[src/rtl/uart_pkg.sv]
// Shared UART definitions: receiver state encoding and baud limits.
// The transmitter will reuse these as well.
package uart_pkg;

    typedef enum logic [2:0] {
        IDLE,
        START,
        DATA,
        STOP,
        WAIT_HIGH
    } uart_rx_state_e;

    localparam int UartMinBaudCyc = 4;

endpackage

[src/rtl/uart_sync2.sv]
// Generic two-flop synchronizer for asynchronous inputs.
// ResetVal selects the idle level the flops hold while in reset.
module uart_sync2 #(
    parameter int               Width    = 1,
    parameter logic [Width-1:0] ResetVal = '1
) (
    input  logic             i_clk,
    input  logic             i_rst_n,
    input  logic [Width-1:0] i_d,
    output logic [Width-1:0] o_q
);

    logic [Width-1:0] meta_q;
    logic [Width-1:0] sync_q;

    always_ff @(posedge i_clk) begin
        if (!i_rst_n) begin
            meta_q <= ResetVal;
            sync_q <= ResetVal;
        end else begin
            meta_q <= i_d;
            sync_q <= meta_q;
        end
    end

    assign o_q = sync_q;

endmodule

[src/rtl/uart_rx.sv]
// Oversampling UART receiver: frames LSB-first data bits into a one-entry
// valid/ready buffer, flagging stop-bit errors and buffer overruns.
module uart_rx
    import uart_pkg::*;
#(
    parameter int BaudCycBits = 16,
    parameter int DataBits    = 8
) (
    input  logic                   i_clk,
    input  logic                   i_rst_n,
    input  logic                   i_rx,
    input  logic [BaudCycBits-1:0] i_baud_cyc,
    output logic                   o_busy,
    output logic [DataBits-1:0]    o_data,
    output logic                   o_valid,
    input  logic                   i_ready,
    output logic                   o_frame_err,
    output logic                   o_overrun
);

    localparam int                     IdxBits = (DataBits > 1) ? $clog2(DataBits) : 1;
    localparam logic [BaudCycBits-1:0] MinBaud = BaudCycBits'(UartMinBaudCyc);
    localparam logic [BaudCycBits-1:0] CntOne  = BaudCycBits'(1);
    localparam logic [IdxBits-1:0]     LastIdx = IdxBits'(DataBits - 1);
    localparam logic [IdxBits-1:0]     IdxOne  = IdxBits'(1);

    logic rx_s;

    uart_sync2 #(
        .Width    (1),
        .ResetVal (1'b1)
    ) u_rx_sync (
        .i_clk   (i_clk),
        .i_rst_n (i_rst_n),
        .i_d     (i_rx),
        .o_q     (rx_s)
    );

    uart_rx_state_e           state_q, state_d;
    logic [BaudCycBits-1:0]   cnt_q, cnt_d;
    logic [BaudCycBits-1:0]   baud_q, baud_d;
    logic [IdxBits-1:0]       idx_q, idx_d;
    logic [DataBits-1:0]      shift_q, shift_d;
    logic [DataBits-1:0]      data_q, data_d;
    logic                     valid_q, valid_d;
    logic                     ferr_q, ferr_d;
    logic                     ovr_q, ovr_d;
    logic                     deliver;
    logic                     cnt_exp;
    logic [BaudCycBits-1:0]   baud_clamped;

    assign cnt_exp      = (cnt_q == CntOne);
    assign baud_clamped = (i_baud_cyc < MinBaud) ? MinBaud : i_baud_cyc;

    always_comb begin
        state_d = state_q;
        cnt_d   = (cnt_q != '0) ? (cnt_q - CntOne) : cnt_q;
        baud_d  = baud_q;
        idx_d   = idx_q;
        shift_d = shift_q;
        data_d  = data_q;
        valid_d = valid_q;
        ferr_d  = 1'b0;
        ovr_d   = 1'b0;
        deliver = 1'b0;

        // Baud count is captured once per frame so config changes only apply between frames
        unique case (state_q)
            IDLE: begin
                if (!rx_s) begin
                    baud_d  = baud_clamped;
                    cnt_d   = baud_clamped >> 1;
                    idx_d   = '0;
                    state_d = START;
                end
            end
            START: begin
                if (cnt_exp) begin
                    if (!rx_s) begin
                        cnt_d   = baud_q;
                        state_d = DATA;
                    end else begin
                        state_d = IDLE;
                    end
                end
            end
            DATA: begin
                if (cnt_exp) begin
                    shift_d              = shift_q >> 1;
                    shift_d[DataBits-1]  = rx_s;
                    cnt_d                = baud_q;
                    if (idx_q == LastIdx) begin
                        state_d = STOP;
                    end else begin
                        idx_d = idx_q + IdxOne;
                    end
                end
            end
            STOP: begin
                if (cnt_exp) begin
                    if (rx_s) begin
                        deliver = 1'b1;
                        state_d = IDLE;
                    end else begin
                        ferr_d  = 1'b1;
                        state_d = WAIT_HIGH;
                    end
                end
            end
            WAIT_HIGH: begin
                if (rx_s) begin
                    state_d = IDLE;
                end
            end
            default: state_d = IDLE;
        endcase

        // A byte completing on a handshake cycle replaces the drained one
        if (valid_q && i_ready) begin
            valid_d = 1'b0;
        end
        if (deliver) begin
            if (!valid_q || i_ready) begin
                data_d  = shift_q;
                valid_d = 1'b1;
            end else begin
                ovr_d = 1'b1;
            end
        end
    end

    always_ff @(posedge i_clk) begin
        if (!i_rst_n) begin
            state_q <= IDLE;
            cnt_q   <= '0;
            baud_q  <= '0;
            idx_q   <= '0;
            shift_q <= '0;
            data_q  <= '0;
            valid_q <= 1'b0;
            ferr_q  <= 1'b0;
            ovr_q   <= 1'b0;
        end else begin
            state_q <= state_d;
            cnt_q   <= cnt_d;
            baud_q  <= baud_d;
            idx_q   <= idx_d;
            shift_q <= shift_d;
            data_q  <= data_d;
            valid_q <= valid_d;
            ferr_q  <= ferr_d;
            ovr_q   <= ovr_d;
        end
    end

    assign o_busy      = (state_q != IDLE);
    assign o_data      = data_q;
    assign o_valid     = valid_q;
    assign o_frame_err = ferr_q;
    assign o_overrun   = ovr_q;

endmodule

[config.mk]
export PLATFORM = sky130hd
export DESIGN_NAME = uart_rx
export DESIGN_NICKNAME = d
export VERILOG_FILES = /design/src/rtl/uart_pkg.sv /design/src/rtl/uart_sync2.sv /design/src/rtl/uart_rx.sv
export SDC_FILE = /design/constraint.sdc
export NUM_CORES = 1
export LEC_CHECK = 0
export CELL_PAD_IN_SITES_DETAIL_PLACEMENT = 1
export CELL_PAD_IN_SITES_GLOBAL_PLACEMENT = 2
export CORE_MARGIN = 5
export CORE_UTILIZATION = 33
export DETAILED_ROUTE_END_ITERATION = 16
export PLACE_DENSITY = 0.79
export REMOVE_ABC_BUFFERS = 1
export SYNTH_ARGS = -nofsm -noshare
export SYNTH_HDL_FRONTEND = slang
export SYNTH_SLANG_ARGS = --single-unit
[constraint.sdc]
create_clock -name i_clk -period 2.6 [get_ports i_clk]
set_clock_uncertainty 0.1 [all_clocks]
set_input_delay 0.52 -clock i_clk [delete_from_list [all_inputs] [get_ports i_clk]]
set_output_delay 0.52 -clock i_clk [all_outputs]
set_load 0.02 [all_outputs]
# ---- Word-level counts from Yosys, hierarchy flattened
# Index checks and enable logic that the tools add are counted.
dict set report classes {
  bitwise 1
  reduce_logical 14
  n_mux 28
  eq_ne 13
  n_lt_le_gt_ge 1
  n_addsub 2
}
# operator n
set op_table {}
lappend op_table {{$mux W16} 6}
lappend op_table {{$pmux W16 S3} 1}
lappend op_table {{$mux W3} 10}
lappend op_table {{$eq A16 B1 Y1 const B} 1}
lappend op_table {{$lt A16 B3 Y1 const B} 1}
lappend op_table {{$reduce_bool A16 Y1} 1}
lappend op_table {{$sub A16 B1 Y16 const B} 1}
lappend op_table {{$pmux W3 S5} 1}
lappend op_table {{$ne A2 B2 Y1 const B} 6}
lappend op_table {{$mux W1} 8}
lappend op_table {{$reduce_and A2 Y1} 4}
lappend op_table {{$eq A3 B2 Y1 const B} 2}
lappend op_table {{$eq A3 B3 Y1 const B} 2}
lappend op_table {{$pmux W3 S2} 1}
lappend op_table {{$reduce_and A6 Y1} 1}
lappend op_table {{$reduce_and A4 Y1} 1}
lappend op_table {{$add A3 B1 Y3 const B} 1}
lappend op_table {{$eq A3 B1 Y1 const B} 1}
lappend op_table {{$logic_not A3 Y1} 1}
lappend op_table {{$reduce_and A3 Y1} 1}
lappend op_table {{$reduce_bool A3 Y1} 1}
lappend op_table {{$mux W2} 1}
lappend op_table {{$ne A2 B1 Y1 const B} 1}
lappend op_table {{$reduce_bool A2 Y1} 1}
lappend op_table {{other kinds (4)} 4}
dict set report totals {
  register_bits 59
  word_cells 70
  output_inout_bits 12
  input_bits 20
}

# ---- Logic depth before layout (Yosys ltp)
# Gate-level depths: netlist of the first run.
dict set report depth {
  depth_word 5
  depth_mapped 8
  depth_no_buf 7
}

# ---- Modules after synthesis
# Synthesis of the first run repeated with hierarchy kept, for this count alone.
dict set report hier_totals {
  cells_unflattened 311
  area_unflattened_um2 2683.8
}
# module cells_each n_inst area_each_um2 seq_area_each_um2
set by_module_without_submodules {}
lappend by_module_without_submodules {uart_rx 307 1 2631.3 1141.1}
lappend by_module_without_submodules {uart_sync2 4 1 52.6 40.0}

# ---- Least setup slack after synthesis of the first run
# OpenSTA, ideal clock, no wires.
dict set report synth_path {
  path_kind {reg-to-reg}
  start {register cnt_q[10]}
  end {register data_q[0] (netlist: o_data[0])}
  setup_slack_ns 0.275
  path_buffers 1
  period_less_slack_ns 2.325
  required_time_ns 2.372
  t_arrival_ns 2.097
  path_stages_with_launch 7
  setup_ns 0.128
  path_cell_list {dfxtp_1 or4_1 clkbuf_1 nor4_1 nand4_2 mux2i_1 nor2_1}
}
dict set report synth_between {
  elab_chain_cells 4
}
# element line
set synth_rtl {}
lappend synth_rtl {{from (decl)} uart_rx.sv:40} ;# logic [BaudCycBits-1:0] cnt_q, cnt_d;
lappend synth_rtl {{from (signal assigned)} uart_rx.sv:145} ;# cnt_q <= cnt_d;
lappend synth_rtl {{$eq A16 B1 Y1} uart_rx.sv:52} ;# assign cnt_exp = (cnt_q == CntOne);
lappend synth_rtl {{$mux W1} uart_rx.sv:100} ;# if (cnt_exp) begin
lappend synth_rtl {{$mux W1} uart_rx.sv:68} ;# unique case (state_q)
lappend synth_rtl {{$reduce_and A2 Y1 (no source line)} n/a}
lappend synth_rtl {{to (signal assigned)} uart_rx.sv:149} ;# data_q <= data_d;
lappend synth_rtl {{to (decl)} uart_rx.sv:44} ;# logic [DataBits-1:0] data_q, data_d;
# Every way passes these cells.
# A chain may end at the register's enable or synchronous reset.

# ---- Worst setup path after layout of the first run
dict set report layout_path {
  start {register cnt_q[5]}
  end {register cnt_q[10]}
}
dict set report layout_between {
  elab_chain_cells 5
  elab_cells_between_ends 9
  classes_between {1 x add/sub; 1 x eq/ne; 6 x mux; 1 x reduce/logical}
}
# element line
set layout_rtl {}
lappend layout_rtl {{$sub A16 B1 Y16 or $reduce_bool A16 Y1 (tied branches)} uart_rx.sv:57} ;# cnt_d = (cnt_q != '0) ? (cnt_q - CntOne) : cnt_q;
lappend layout_rtl {{$mux W16} uart_rx.sv:57}
lappend layout_rtl {{$mux W16} uart_rx.sv:79} ;# if (!rx_s) begin
lappend layout_rtl {{$mux W16} uart_rx.sv:78} ;# if (cnt_exp) begin
lappend layout_rtl {{$pmux W16 S3 *} uart_rx.sv:68}
# Mark *: on every way between the ends. The rest lies on a longest branch, timed or not.

==> key figures, run 1 <==
Status
  • Outcome: complete, no violations

Finish
  • Fraction of final layout cells sized beyond drive strength 1: 10.56%
  • Number of diodes: 0
  • Number of nets in the finished design: 379
  • Layout Area Growth over Synthesis: 26.52%
  • Layout fillers: a little over 900

GRT
  • Antenna violations before repair: 0
  • Overall overflow remaining after global route: 0
  • Wire length of the first global-routing pass: 11,620 µm
  • Vias in the first global route: around 2,400
  • Total track usage: 14.79%
  • Maximum number of pins on one net before global-route repair: 38

Setup path
  • Critical path data required time: 2.75 ns
  • Sort of element at the end of the critical path: register
  • Worst r2r src: cnt_q[5]$_SDFF_PN0_
  • Type of the setup path with the least slack: register to register
  • Depth of the most critical reg-to-reg path: 6
  • Capture instance of the worst register-to-register path: cnt_q[10]$_SDFF_PN0_
  • Startpoint types: register
  • Top fanout value on the critical path: 16
  • Crit path arrival time: 2.59 ns
  • Critical Path Source: cnt_q[5]$_SDFF_PN0_
  • R2R setup slack: 0.16 ns

Logic synthesis
  • Library cells used by synthesis: 43
  • Synth Flop Type: sky130_fd_sc_hd__dfxtp_1
  • Share of the synthesized area in the top cell type: around 45%
  • Sequential cell area fraction in the yosys report: 44.63%
  • Number of storage elements in the synthesis netlist: 59
  • Cell taking the most area after synthesis: sky130_fd_sc_hd__dfxtp_1
  • Synth Warn #: 0
  • Summed instance area of the synthesized netlist: 0.002646 mm²
  • Gate Count Post-Synth: 317
  • Mean instance size in the synthesized netlist: 8.348 µm²
  • Proportion of synthesized flip-flops having asynchronous set or reset: 0%
  • Biggest area contributors in the synthesized netlist: sky130_fd_sc_hd__dfxtp_1, sky130_fd_sc_hd__nand2_1, sky130_fd_sc_hd__a21oi_1, sky130_fd_sc_hd__mux2i_1, sky130_fd_sc_hd__nor2_1
  • Post-synth EDFFs: 0

Clock tree
  • CTS Root Buffer Type: sky130_fd_sc_hd__clkbuf_8
  • Number of buffers inserted by hold repair at cts: 0
  • Post-CTS clock slew at the launch and capture registers of the worst setup and hold paths: ~0.070 ns
  • CTS tree: yes
  • CTS H-Tree Depth: 3
  • CTS buffer count: 9
  • Number of gates resized after cts: 0
  • Worst-skew pair later-pin latency: 0.34 ns
  • Clock sink total: a little under 60
  • Number of post-CTS setup repair buffers: 0
  • Maximum buffer depth of the clock tree: 2

Drt
  • DRC: 0
  • Total Wirelength: 6924 µm
  • Wirelength per Cell: 14.99 µm
  • Avg Vias per Cell: 5.117
  • 1st-iter DRT viols: 64
  • Number of iterations in the first detailed-routing pass: 4
  • Number of antenna-violating nets in the routed design: 0
  • Total via count after detailed routing: 2,364

STA
  • Max Transition Viols Final: 0
  • Final critical-path share of the clock period: 93.69%
  • Final Hold Violating Endpoints: 0
  • Slew headroom: 64.89%
  • Minimum setup slack in the final design: 0.1641 ns
  • Time the worst path needs with I/O delays and setup: 2.436 ns
  • Setup repair after global routing missed its margin: false
  • Final count of negative-setup-slack endpoints: 0
  • Top achievable clock speed: 410.5 MHz
  • Total Negative Setup Slacks: 0 ns
  • Worst-Margin Slew: roughly 0.52 ns

Min path
  • Worst hold path stage count: 1
  • Startpoint of the most critical hold path: u_rx_sync.meta_q$_SDFF_PN1_
  • Path category of the worst min-delay check: register to register
  • End point of the worst hold path: u_rx_sync.o_q$_SDFF_PN1_

Floorplan
  • Height of the die: about 100 µm
  • Total I/O pin count: 32
  • Effective utilization at floorplan: around a third
  • Rows: 32
  • Die Footprint: 0.009910 mm²
  • Core ar.: between 0.007 and 0.008 mm²
  • Die outline width: between 90 and 100 µm

Place
  • Hpwl dp: 4877 µm
  • Worst slack, placed: 0.1906 ns
  • RePlAce Congestion: ~0.75
  • Input/output buffers: 31

Pwr
  • Overall power after layout: 0.003084 W
  • Static Leak: 1.256 nW
  • Pwr/cell area: 921.1 mW/mm²
  • IR Drop Worst-Case VDD: 0.3369 mV

Job
  • Max_cap viols: 0
-- how the worst max path moves through the flow --
stage	cells past startpoint	end
2_1_floorplan	5	cnt_q[10]$_SDFF_PN0_
3_3_place_gp	6	o_data[7]$_SDFFE_PN0P_
3_5_place_dp	6	cnt_q[11]$_SDFF_PN0_
4_1_cts	6	cnt_q[11]$_SDFF_PN0_
5_1_grt	6	cnt_q[14]$_SDFF_PN0_
6_report	6	cnt_q[10]$_SDFF_PN0_
-- layout by cell type, fill, tap and decap left out, types with 4 or more instances in the layout --
master                            Yosys  routed
sky130_fd_sc_hd__nand2_1             66      66
sky130_fd_sc_hd__dfxtp_1             59      59
sky130_fd_sc_hd__clkdlybuf4s50_1      0      31
sky130_fd_sc_hd__a21oi_1             29      29
sky130_fd_sc_hd__nor2_1              20      20
sky130_fd_sc_hd__nor4_1              11      11
sky130_fd_sc_hd__mux2i_1             11      11
sky130_fd_sc_hd__buf_4                0      11
sky130_fd_sc_hd__a31oi_1              9       9
sky130_fd_sc_hd__clkbuf_8             0       9
sky130_fd_sc_hd__nor3_1               7       7
sky130_fd_sc_hd__nand3_1              7       7
sky130_fd_sc_hd__o21ai_0              7       7
sky130_fd_sc_hd__a21boi_0             6       6
sky130_fd_sc_hd__o22ai_1              6       6
sky130_fd_sc_hd__or4_1                5       5
sky130_fd_sc_hd__xnor2_1              5       5
sky130_fd_sc_hd__or3_1                4       4
sky130_fd_sc_hd__nand2b_1             4       4
sky130_fd_sc_hd__xor2_1               4       4
sky130_fd_sc_hd__o211ai_1             4       4
sky130_fd_sc_hd__ha_1                 4       4
-- cell families after synthesis --
kind of cell / count (synthesis) / synth area share (%)
adder cells (fa/ha/maj): 4 / 1.891
flip-flops: 59 / 44.63
AND/OR/NAND/NOR: 144 / 27.28
buffers and inverters: 21 / 3.404
XOR/XNOR: 9 / 2.979
multiplexers: 11 / 4.161
AO/OA/AOI/OAI: 69 / 15.65
-- cells in the mapped netlist, types with 6 or more instances --
master	instances
sky130_fd_sc_hd__nand2_1	66
sky130_fd_sc_hd__dfxtp_1	59
sky130_fd_sc_hd__a21oi_1	29
sky130_fd_sc_hd__nor2_1	20
sky130_fd_sc_hd__clkbuf_1	13
sky130_fd_sc_hd__mux2i_1	11
sky130_fd_sc_hd__nor4_1	11
sky130_fd_sc_hd__a31oi_1	9
sky130_fd_sc_hd__nand3_1	7
sky130_fd_sc_hd__nor3_1	7
sky130_fd_sc_hd__o21ai_0	7
sky130_fd_sc_hd__a21boi_0	6
sky130_fd_sc_hd__o22ai_1	6
-- layer usage --
| layer | global-route usage [%] | up-vias | routed length [µm] |
|---|---|---|---|
| li1 | - | 1208 | - |
| met1 | 18.11 | 1109 | 3251 |
| met2 | 25.15 | 41 | 3363 |
| met3 | 4.488 | 6 | 254 |
| met4 | 4.097 | 0 | 54 |
| met5 | 0 | - | 0 |
-- critical path, stage by stage, from the launching register on --
cell and delay (ns):
sky130_fd_sc_hd__dfxtp_1 0.36, sky130_fd_sc_hd__or4_1 0.65, sky130_fd_sc_hd__or4_4 0.60, sky130_fd_sc_hd__nor3_4 0.21, sky130_fd_sc_hd__buf_12 0.17, sky130_fd_sc_hd__a21boi_0 0.10, sky130_fd_sc_hd__o22ai_1 0.16
-- power breakdown --
group,total (W),switching [W],internal [W]
Combinational,0.00102,0.000552,0.000472
Sequential,0.00114,0.000123,0.00102
Clock,0.000919,0.000384,0.000535
-- state kept, by name, summed over array words and instances (netlist names) --
name	cells
o_frame_err	1
idx_q	3
state_q	3
o_data	8
cnt_q	16
o_valid	1
o_overrun	1
shift_q	8
u_rx_sync.meta_q	1
baud_q	16
u_rx_sync.o_q	1
-- through the flow --
step	hold WS (ns)	utilization [%]	instances	area [µm²]
2_1_floorplan	0.2863	-	300	2571
3_3_place_gp	0.2990	40.32	446	3132
3_5_place_dp	0.3095	40.32	446	3132
4_1_cts	0.3283	43.11	462	3348
5_1_grt	0.3768	43.11	462	3348
6_report	0.3270	43.11	462	3348
-- layout make-up --
cell class	instances	area (µm²)	share of cell area [%]
well taps	102	127.6	3.812
flip-flops and latches	59	1181	35.28
repair buffers	44	432.9	12.93
clock buffers	9	123.9	3.700
clock inverters	7	92.59	2.765
inverters	4	15.01	0.4484
multi-input cells	237	1375	41.07
Note: power is estimated with default switching activity, not from simulation.
==> run 2, diff against run 1 <==
--- a/config.mk
+++ b/config.mk
@@ -10,8 +10,9 @@
 export CORE_MARGIN = 5
 export CORE_UTILIZATION = 33
 export DETAILED_ROUTE_END_ITERATION = 16
-export PLACE_DENSITY = 0.79
+export PLACE_DENSITY_LB_ADDON = 0.1
 export REMOVE_ABC_BUFFERS = 1
+export SETUP_SLACK_MARGIN = 0.1
 export SYNTH_ARGS = -nofsm -noshare
 export SYNTH_HDL_FRONTEND = slang
 export SYNTH_SLANG_ARGS = --single-unit
==> run 2 against run 1 <==
  * Wire length rose by 2.9%
  * Global-route usage rose by 0.21 points
  * Clock-buffer cell count did not move
  * Hold slack got worse by 0.010 ns
  * Utilization rose by 0.18 points
  * Final cell count rose by 0.22%
  * Largest cell class unchanged
==> key figures, run 2 (synthesis results as in run 1) <==
Status
  • Outcome: complete, no violations

Place
  • # placed instances: 447 (+0.22%)
  • Worst slack, placed: 0.06894 ns (-0.1217 ns)
  • Hpwl dp: 5134 µm (+5.3%)
  • Input/output buffers: 31 (unchanged)
  • RePlAce Congestion: 0.7640 (+1.2%)

Setup path
  • Crit path max-delay family: simple AND/OR/NAND/NOR gates
  • Top fanout value on the critical path: 16 (unchanged)
  • Startpoint types: register
  • Cells along the critical path: or4_4 > or4_4 > nor3_4 > buf_6 > a21boi_0 > o22ai_1
  • Sort of element at the end of the critical path: register
  • Slowest cell on the critical path: sky130_fd_sc_hd__or4_4
  • Worst path max stage delay: 0.61 ns (-0.04 ns)
  • Cell type with the highest occurrence count on the critical path: sky130_fd_sc_hd__or4_4
  • Critical path data required time: 2.76 ns (about the same)
  • Type of the setup path with the least slack: register to register
  • Crit path buffers/inverters: 1 (unchanged)
  • Crit path arrival time: 2.56 ns (-0.03 ns)

Clock tree
  • CTS tree: yes
  • Worst-skew pair later-pin latency: 0.34 ns (about the same)
  • CTS Root Buffer Type: sky130_fd_sc_hd__clkbuf_8
  • Number of post-CTS setup repair buffers: 0 (unchanged)
  • CTS buffer count: 9 (unchanged)
  • Maximum buffer depth of the clock tree: 2 (unchanged)
  • Number of buffers inserted by hold repair at cts: 0 (unchanged)
  • Clock sink total: 59 (unchanged)
  • CTS H-Tree Depth: 3 (unchanged)
  • Post-CTS clock slew at the launch and capture registers of the worst setup and hold paths: 0.08 ns (about the same)

Floorplan
  • Total I/O pin count: 32 (unchanged)
  • Height of the die: 99.55 µm (unchanged)
  • Die Footprint: 0.009910 mm² (unchanged)
  • Rows: 32 (unchanged)
  • Die outline width: 99.55 µm (unchanged)
  • Core ar.: 0.007767 mm² (unchanged)
  • Effective utilization at floorplan: 34.07% (unchanged)

STA
  • Minimum setup slack in the final design: 0.1943 ns (+0.03027 ns)
  • Max Transition Viols Final: 0 (unchanged)
  • Final count of negative-setup-slack endpoints: 0 (unchanged)
  • Setup repair after global routing missed its margin: false
  • Final critical-path share of the clock period: 92.53% (-1.2 points)
  • Top achievable clock speed: 415.7 MHz (+1.3%)
  • Worst-Margin Slew: 0.5263 ns (+0.004433 ns)
  • Slew headroom: 64.59% (-0.30 points)
  • Time the worst path needs with I/O delays and setup: 2.406 ns (-0.03027 ns)
  • Final Hold Violating Endpoints: 0 (unchanged)
  • Total Negative Setup Slacks: 0 ns (unchanged)

Pwr
  • IR Drop Worst-Case VDD: 0.2807 mV (-17%)
  • Sw Pwr: 0.001076 W (+1.6%)
  • Clk network pwr share: 30.3% (+0.5 points)
  • Sequential power share: 36.5% (-0.5 points)
  • Switch share: 34.52% (+0.20 points)
  • Pwr/cell area: 927.1 mW/mm² (+0.65%)
  • Static Leak: 1.263 nW (+0.56%)
  • Int Power: 0.002041 W (+0.76%)
  • Share of total power in combinational logic: 33.3% (about the same)

Drt
  • Number of iterations in the first detailed-routing pass: 4 (unchanged)
  • Avg Vias per Cell: 5.091 (-0.51%)
  • 1st-iter DRT viols: 28 (-56%)
  • Total via count after detailed routing: 2,357 (-0.30%)
  • Number of antenna-violating nets in the routed design: 0 (unchanged)
  • DRC: 0 (unchanged)
  • Wirelength per Cell: 15.39 µm (+2.7%)
  • Total Wirelength: 7124 µm (+2.9%)

Min path
  • Path category of the worst min-delay check: register to register

GRT
  • Maximum number of pins on one net before global-route repair: 28 (-26%)
  • Vias in the first global route: 2,416 (+2.1%)
  • Antenna violations before repair: 0 (unchanged)
  • Total track usage: 15.01% (+0.21 points)
  • Wire length of the first global-routing pass: 11,870 µm (+2.2%)
  • Overall overflow remaining after global route: 0 (unchanged)

Finish
  • Number of diodes: 0 (unchanged)
  • Largest regs: baud_q x16, cnt_q x16
  • Number of nets in the finished design: 380 (+0.26%)
  • Layout Area Growth over Synthesis: 27.04%
  • Final core area utilization: 43.28% (+0.18 points)
  • Fraction of final layout cells sized beyond drive strength 1: 11.63% (+1.1 points)
  • Leading cell type in the layout, fill and taps excluded: sky130_fd_sc_hd__nand2_1
  • Count of non-filler cells in the finished layout: 463 (+0.22%)
  • Most used cells in the layout excluding fill and tap cells: sky130_fd_sc_hd__nand2_1, sky130_fd_sc_hd__dfxtp_1, sky130_fd_sc_hd__clkdlybuf4s50_1, sky130_fd_sc_hd__a21oi_1, sky130_fd_sc_hd__nor2_1

Job
  • Max_cap viols: 0 (unchanged)
[run 2: final cells by class]
class	instances	area, µm²
fillers	948	4405
multi-input cells	237	1380
flip-flops and latches	59	1182
repair buffers	45	431.7
well taps	102	127.6
clock buffers	9	123.9
clock inverters	7	101.3
inverters	4	15.01
[run 2: path summary, 6_finish.rpt]
path	endpoint	slack [ns]	cells past startpoint	startpoint
worst max-delay path	cnt_q[11]$_SDFF_PN0_	0.19	6	cnt_q[12]$_SDFF_PN0_
worst min-delay path	u_rx_sync.o_q$_SDFF_PN1_	0.32	1	u_rx_sync.meta_q$_SDFF_PN1_
worst max register to register	cnt_q[11]$_SDFF_PN0_	0.19	6	cnt_q[12]$_SDFF_PN0_
worst min register to register	u_rx_sync.o_q$_SDFF_PN1_	0.32	1	u_rx_sync.meta_q$_SDFF_PN1_
[run 2: repair_timing]
item,CTS,global route
gates resized for setup,1,3
endpoints found under the setup margin,8,28
pin swaps,0,0
[run 2: metal layers]
layer | GRT usage [%] | up-vias | part of all wire, %
met5 | 0 | - | 0
met1 | 19.07 | 1116 | 47
li1 | - | 1200 | -
met2 | 25.00 | 33 | 48
met3 | 2.454 | 8 | 2.8
met4 | 6.618 | 0 | 1.5
[run 2: power groups by stage]
stage | sequential [W] | combinational [W] | clock, W
2_1_floorplan | 0.00113 | 0.000708 | 0
3_3_place_gp | 0.00115 | 0.00100 | 0
3_5_place_dp | 0.00115 | 0.00101 | 0
4_1_cts | 0.00113 | 0.00104 | 0.000976
5_1_grt | 0.00116 | 0.00116 | 0.00100
6_report | 0.00114 | 0.00104 | 0.000943
[run 2: metrics by stage]
stage	power [W]	cell area [µm²]	hold slack, ns
floorplan	0.001835	2571	0.2863
global placement	0.002152	3127	0.2999
detailed placement	0.002163	3127	0.3012
CTS	0.003151	3356	0.3213
global route	0.003318	3362	0.3234
finish	0.003117	3362	0.3169
